**src/rtl/alu_ctrl_seq.sv**
```systemverilog
// -----------------------------------------------------------------------------
// alu_ctrl_seq
//
// Sequencer for an external 8-bit ALU. It accepts one instruction at a time
// over a valid/ready handshake and drives the ALU operands and select lines.
// It samples the ALU result and carry to update an 8-bit accumulator and the
// C/Z flags. MUL is an 8-iteration shift-add loop that reuses the ALU adder.
//
// Parameters
//   MUL_EN   1: opcode 9 (MUL) is legal; 0: opcode 9 retires as illegal
//   ACC_RST  accumulator value after reset
//
// Ports
//   clk, rst          clock (rising edge), asynchronous active-high reset
//   instr_valid/ready instruction handshake; ready only in IDLE
//   opcode, operand   instruction fields, captured on accept
//   alu_a, alu_b      ALU operands
//   s0..s4            ALU selects: {s1,s0} output mux (00 sum, 01 a&b,
//                     10 a, 11 b), s2 carry-in, s3 invert B, s4 zero B
//   alu_z, alu_carry  ALU result and adder carry-out (combinational)
//   acc, flag_c/z     architectural accumulator and flags
//   done              one-cycle pulse when an instruction retires
//   illegal           pulse with done for an undefined opcode
// -----------------------------------------------------------------------------
module alu_ctrl_seq #(
  parameter bit         MUL_EN  = 1'b1,
  parameter logic [7:0] ACC_RST = 8'h00
) (
  input  logic       clk,
  input  logic       rst,
  input  logic       instr_valid,
  output logic       instr_ready,
  input  logic [3:0] opcode,
  input  logic [7:0] operand,
  output logic [7:0] alu_a,
  output logic [7:0] alu_b,
  output logic       s0,
  output logic       s1,
  output logic       s2,
  output logic       s3,
  output logic       s4,
  input  logic [7:0] alu_z,
  input  logic       alu_carry,
  output logic [7:0] acc,
  output logic       flag_c,
  output logic       flag_z,
  output logic       done,
  output logic       illegal
);

  typedef enum logic [1:0] {
    IDLE = 2'd0,
    EXEC = 2'd1,
    MUL  = 2'd2,
    RET  = 2'd3
  } state_e;

  typedef enum logic [3:0] {
    OP_NOP = 4'd0,
    OP_LDI = 4'd1,
    OP_ADD = 4'd2,
    OP_ADC = 4'd3,
    OP_SUB = 4'd4,
    OP_AND = 4'd5,
    OP_INC = 4'd6,
    OP_DEC = 4'd7,
    OP_CMP = 4'd8,
    OP_MUL = 4'd9
  } opcode_e;

  // Select vector ordered {s4, s3, s2, s1, s0}.
  localparam logic [4:0] SEL_IDLE = 5'b00100;
  localparam logic [4:0] SEL_LDI  = 5'b00011;
  localparam logic [4:0] SEL_ADD  = 5'b00000;
  localparam logic [4:0] SEL_SUB  = 5'b01100;
  localparam logic [4:0] SEL_AND  = 5'b00001;
  localparam logic [4:0] SEL_INC  = 5'b10100;
  localparam logic [4:0] SEL_DEC  = 5'b11000;

  state_e     state, state_d;
  opcode_e    op_r;
  logic [7:0] op_b;
  logic       illegal_r;

  // Multiply loop: partial product, shifted multiplicand, multiplier, count.
  logic [7:0] mul_p, mul_m, mul_q;
  logic [2:0] mul_i;

  logic [4:0] sel;
  logic       accept;
  logic       acc_we, c_we, z_we;
  logic [7:0] acc_d;
  logic       c_d;
  logic       opcode_illegal;

  assign accept         = instr_valid && instr_ready;
  assign opcode_illegal = (opcode >= 4'd10) || ((opcode == 4'd9) && !MUL_EN);
  assign {s4, s3, s2, s1, s0} = sel;

  // NOTE: every signal driven here gets a default first, so no path leaves
  // one unassigned and no latch is inferred.
  always_comb begin
    state_d     = state;
    instr_ready = 1'b0;
    done        = 1'b0;
    illegal     = 1'b0;
    alu_a       = acc;
    alu_b       = 8'h00;
    sel         = SEL_IDLE;
    acc_we      = 1'b0;
    c_we        = 1'b0;
    z_we        = 1'b0;
    acc_d       = alu_z;
    c_d         = alu_carry;

    unique case (state)
      IDLE: begin
        instr_ready = 1'b1;
        if (instr_valid) begin
          state_d = ((opcode == 4'd9) && MUL_EN) ? MUL : EXEC;
        end
      end

      EXEC: begin
        state_d = RET;
        if (!illegal_r) begin
          unique case (op_r)
            OP_LDI: begin alu_b = op_b; sel = SEL_LDI; acc_we = 1'b1; z_we = 1'b1; end
            OP_ADD: begin alu_b = op_b; sel = SEL_ADD; acc_we = 1'b1; c_we = 1'b1; z_we = 1'b1; end
            OP_ADC: begin
              alu_b  = op_b;
              sel    = {2'b00, flag_c, 2'b00};
              acc_we = 1'b1;
              c_we   = 1'b1;
              z_we   = 1'b1;
            end
            OP_SUB: begin alu_b = op_b; sel = SEL_SUB; acc_we = 1'b1; c_we = 1'b1; z_we = 1'b1; end
            OP_AND: begin alu_b = op_b; sel = SEL_AND; acc_we = 1'b1; z_we = 1'b1; end
            OP_INC: begin sel = SEL_INC; acc_we = 1'b1; c_we = 1'b1; z_we = 1'b1; end
            OP_DEC: begin sel = SEL_DEC; acc_we = 1'b1; c_we = 1'b1; z_we = 1'b1; end
            // Compare updates flags only; the accumulator keeps its value.
            OP_CMP: begin alu_b = op_b; sel = SEL_SUB; c_we = 1'b1; z_we = 1'b1; end
            default: ;  // NOP leaves the ALU at its idle drive
          endcase
        end
      end

      MUL: begin
        // p + (q[0] ? m : 0): zeroing adder B skips the add for a 0 bit.
        alu_a = mul_p;
        alu_b = mul_m;
        sel   = {~mul_q[0], 4'b0000};
        if (mul_i == 3'd7) begin
          state_d = RET;
          acc_we  = 1'b1;
          c_we    = 1'b1;
          z_we    = 1'b1;
          c_d     = 1'b0;
        end
      end

      RET: begin
        done    = 1'b1;
        illegal = illegal_r;
        state_d = IDLE;
      end

      default: state_d = IDLE;
    endcase
  end

  // NOTE: all state below uses non-blocking assignments so every register
  // samples the pre-edge values of the others, matching the hardware.
  always_ff @(posedge clk or posedge rst) begin
    if (rst) begin
      state     <= IDLE;
      op_r      <= OP_NOP;
      op_b      <= 8'h00;
      illegal_r <= 1'b0;
      mul_p     <= 8'h00;
      mul_m     <= 8'h00;
      mul_q     <= 8'h00;
      mul_i     <= 3'd0;
      acc       <= ACC_RST;
      flag_c    <= 1'b0;
      flag_z    <= 1'b0;
    end else begin
      state <= state_d;

      if (accept) begin
        op_r      <= opcode_e'(opcode);
        op_b      <= operand;
        illegal_r <= opcode_illegal;
        mul_p     <= 8'h00;
        mul_m     <= acc;
        mul_q     <= operand;
        mul_i     <= 3'd0;
      end else if (state == MUL) begin
        mul_p <= alu_z;
        mul_m <= {mul_m[6:0], 1'b0};
        mul_q <= {1'b0, mul_q[7:1]};
        mul_i <= mul_i + 3'd1;
      end

      if (acc_we) acc    <= acc_d;
      if (c_we)   flag_c <= c_d;
      if (z_we)   flag_z <= (alu_z == 8'h00);
    end
  end

endmodule

```
**config.mk**
```make
export PLATFORM = sky130hd
export DESIGN_NAME = alu_ctrl_seq
export DESIGN_NICKNAME = d
export VERILOG_FILES = /design/src/rtl/alu_ctrl_seq.sv
export SDC_FILE = /design/constraint.sdc
export NUM_CORES = 1
export LEC_CHECK = 0
export BUFFER_PORTS_ARGS = -buffer_cell sky130_fd_sc_hd__buf_2
export CORE_MARGIN = 2
export CORE_UTILIZATION = 54
export CTS_CLUSTER_DIAMETER = 60
export DETAILED_ROUTE_END_ITERATION = 8
export PLACE_DENSITY = 0.79
export SLEW_MARGIN = 0
export SYNTH_ARGS = -nofsm -noshare
export SYNTH_HDL_FRONTEND = slang
export SYNTH_SLANG_ARGS = --single-unit
```
**constraint.sdc**
```tcl
create_clock -name clk -period 2.6 [get_ports clk]
set_input_delay 0.13 -clock clk [delete_from_list [all_inputs] [get_ports clk]]
set_output_delay 0.13 -clock clk [all_outputs]
set_load 0.01 [all_outputs]
```
==> reports/summary.txt <==
cts bufs inserted -> 5
Clock Latency Late Sink -> 310 ps
CP required -> 2470 ps
initial antenna violation count -> 0
Max-cap violations -> 0
Worst path slowest cell -> buf_4
Routed Wire Length -> 5430 um
row count -> 25
combinational share of power -> 0.446
Post-CTS Setup Inserts -> 0
total gr overflow -> 0
delay of the slowest critical-path stage -> 440 ps
core area -> 0.00472 mm2
switching portion of total power -> 0.387
PortBufs -> 57
commonest non-fill, non-tap cell in the layout -> buf_2
VDD IR max -> 730 uV
Data arrival, critical path -> 2150 ps
Slew headroom -> 0.293
Hold Path Class -> input pin to flip-flop
vias in the first global route -> 1892
cells along the critical path -> inv_1 -> ha_2 -> buf_4 -> inv_1 -> o22ai_1 -> and2_1 -> buf_2
Final WS setup -> 324 ps
Clock power frac -> 0.168
most frequent cells in the layout -> 57 x buf_2, 52 x dfrtp_1, 51 x nand2_1
Final Setup Violations -> 0
status -> complete, no violations
Hold Buf Count CTS -> 0
# nets final -> 335
Pwr Density -> 1280 mW/mm2
Total GRT Usage -> 0.220
DRC -> 0
async set-reset flop share out of synthesis -> 1.00
Die Area -> 0.00547 mm2
RSZ-0062 raised after global routing -> false
clk buf depth -> 2
Ports -> 58
Worst Hold Launch -> operand[2]
Worst R2R Path Depth -> 6
Reg2Reg Setup Slack -> 430 ps
final hold violation count -> 0
initial DRC count -> 162
Die H -> 74.0 um
critical path endpoint category -> output port
Worst-Margin Slew -> 1060 ps
dpl ws -> 450 ps
drt via density -> 5.28
synthesized area -> 0.00264 mm2
sequential fraction of the synthesis area -> 0.492
CP Class -> flip-flop to output port
Mapped Cells -> 253
synth unique cells -> 36
Final Util -> 0.655
RR Endpoint -> acc[2]$_DFFE_PP0P_
post-cts resize count -> 0
Antenna diodes -> 0
Placer Congestion -> 0.824
sw power -> 1.53 mW
sequential power share -> 0.387
Starting Density -> 0.560
WL/cell -> 14.6 um
FF-to-FF Start -> state[0]$_DFFE_PP0P_
largest net degree at the start of global routing -> 53
Setup Skew -> 12.9 ps
Max Slew Vio Count -> 0
TritonRoute pass-1 iters -> 4
min Tclk post-route -> 2280 ps
chip width -> 74.0 um
Synth Warn # -> 0
syn_area_per_cell -> 10.4 um2
CP max FO -> 34
DR vias -> 1963
H-tree levels -> 2
global-route wire length before repair -> 9320 um
Pint -> 2.42 mW
area delta synth->final -> 17.0%
Hold Path End -> op_b[2]$_DFFE_PP0P_
Detail Route Antenna Nets -> 0
fraction of layout cells with a size suffix above 1 -> 0.305
HPWL Detailed -> 3780 um
Syn Nets -> 284
clock transition at the registers of the reported paths -> 90 ps
predominant post-synthesis flop cell -> dfrtp_1
CTS tree -> built
clk root buf -> clkbuf_8
CP most frequent cell -> inv_1
Final period util -> 0.875
worst hold stages -> 3
final hold slack -> 32.7 ps
FMAX -> 0.439 GHz
setup TNS -> 0 ps
Startpoint Class -> flip-flop
FF+latch count, synth -> 52
EDFF count, synth -> 0
CTS sink cnt -> 52
static leakage -> 1.51 nW
==> state kept, by name, summed over array words and instances, names as in the netlist <==
name,count
mul_p,8
mul_i,3
flag_c,1
mul_m,8
state,2
op_r,4
op_b,8
acc,8
mul_q,8
flag_z,1
illegal_r,1
==> worst max-delay path: cells and delay by family (launching register included) <==
| kind | cells | cell delay (ps) |
|---|---|---|
| DFF | 1 | 420 |
| and+or+nand+nor | 1 | 140 |
| AOI/OAI and AO/OA | 1 | 180 |
| buffers and inverters | 4 | 910 |
| adders and majority gates | 1 | 180 |
==> synthesized netlist by cell type, types with 2 or more instances <==
| cell type | number | share of area |
|---|---|---|
| dfrtp_1 | 52 | 0.49 |
| nand2_1 | 51 | 0.072 |
| mux2i_1 | 26 | 0.098 |
| o21ai_0 | 18 | 0.034 |
| mux2_2 | 16 | 0.068 |
| nor2_1 | 15 | 0.021 |
| a22o_1 | 9 | 0.030 |
| ha_1 | 7 | 0.033 |
| inv_1 | 7 | 0.0099 |
| buf_2 | 6 | 0.011 |
| clkbuf_1 | 6 | 0.0085 |
| and2_1 | 4 | 0.0095 |
| a21oi_1 | 3 | 0.0057 |
| nor4_1 | 3 | 0.0071 |
| xnor2_1 | 3 | 0.0099 |
| a21o_1 | 2 | 0.0057 |
| nand2b_1 | 2 | 0.0047 |
| nand3_1 | 2 | 0.0038 |
| o22ai_1 | 2 | 0.0047 |
| o32a_1 | 2 | 0.0076 |
| or3b_2 | 2 | 0.0066 |
==> layer usage <==
metal / up-vias / part of all wire / wire length [um] / global-route usage
li1: 963 / - / - / -
met1: 952 / 0.48 / 2610 / 0.324
met2: 44 / 0.47 / 2560 / 0.349
met3: 4 / 0.041 / 222 / 0.0393
met4: 0 / 0.0079 / 43 / 0.0424
met5: - / 0 / 0 / 0
==> kinds of logic (layout without fill, tap and decap cells) <==
| logic type | Yosys count | in the layout | synth area share |
|---|---|---|---|
| AO/OA/AOI/OAI | 39 | 39 | 0.103 |
| XOR/XNOR | 3 | 3 | 0.00994 |
| adder cells (fa/ha/maj) | 7 | 7 | 0.0331 |
| buffers and inverters | 22 | 74 | 0.0383 |
| flip-flops | 52 | 52 | 0.492 |
| multiplexers | 42 | 42 | 0.167 |
| AND/OR/NAND/NOR | 88 | 88 | 0.157 |
==> layout make-up <==
| cell class | count | area (um2) |
|---|---|---|
| fillers | 384 | 1630 |
| clock buffers | 5 | 68.8 |
| clock inverters | 3 | 68.8 |
| flip-flops and latches | 52 | 1300 |
| well taps | 67 | 83.8 |
| inverters | 7 | 26.3 |
| repair buffers | 59 | 300 |
| multi-input cells | 179 | 1240 |
==> how the worst max path moves through the flow <==
stage	from	end	slack (ps)	cells after the start
2_1_floorplan	state[0]$_DFFE_PP0P_	acc[0]$_DFFE_PP0P_	650	7
3_3_place_gp	state[0]$_DFFE_PP0P_	acc[7]$_DFFE_PP0P_	550	6
3_5_place_dp	state[0]$_DFFE_PP0P_	acc[6]$_DFFE_PP0P_	450	6
4_1_cts	state[0]$_DFFE_PP0P_	s4	290	7
5_1_grt	state[0]$_DFFE_PP0P_	s4	100	7
6_report	state[0]$_DFFE_PP0P_	s4	320	7
==> metrics by stage <==
stage,power [mW],std cells,instance area (um2)
finish,3.95,372,3090
global route,4.26,372,3090
CTS,3.98,372,3090
detailed placement,3.31,364,2960
global placement,3.24,364,2960
floorplan,2.80,253,2640
==> power by group through the flow <==
stage | combinational, mW | clock [mW] | sequential, mW
after floorplan | 1.37 | 0 | 1.43
after global placement | 1.71 | 0 | 1.52
after detailed placement | 1.77 | 0 | 1.54
after CTS | 1.78 | 0.671 | 1.53
after global routing | 1.97 | 0.698 | 1.59
final | 1.76 | 0.662 | 1.53
No activity file was read; power rests on OpenSTA's default activity.
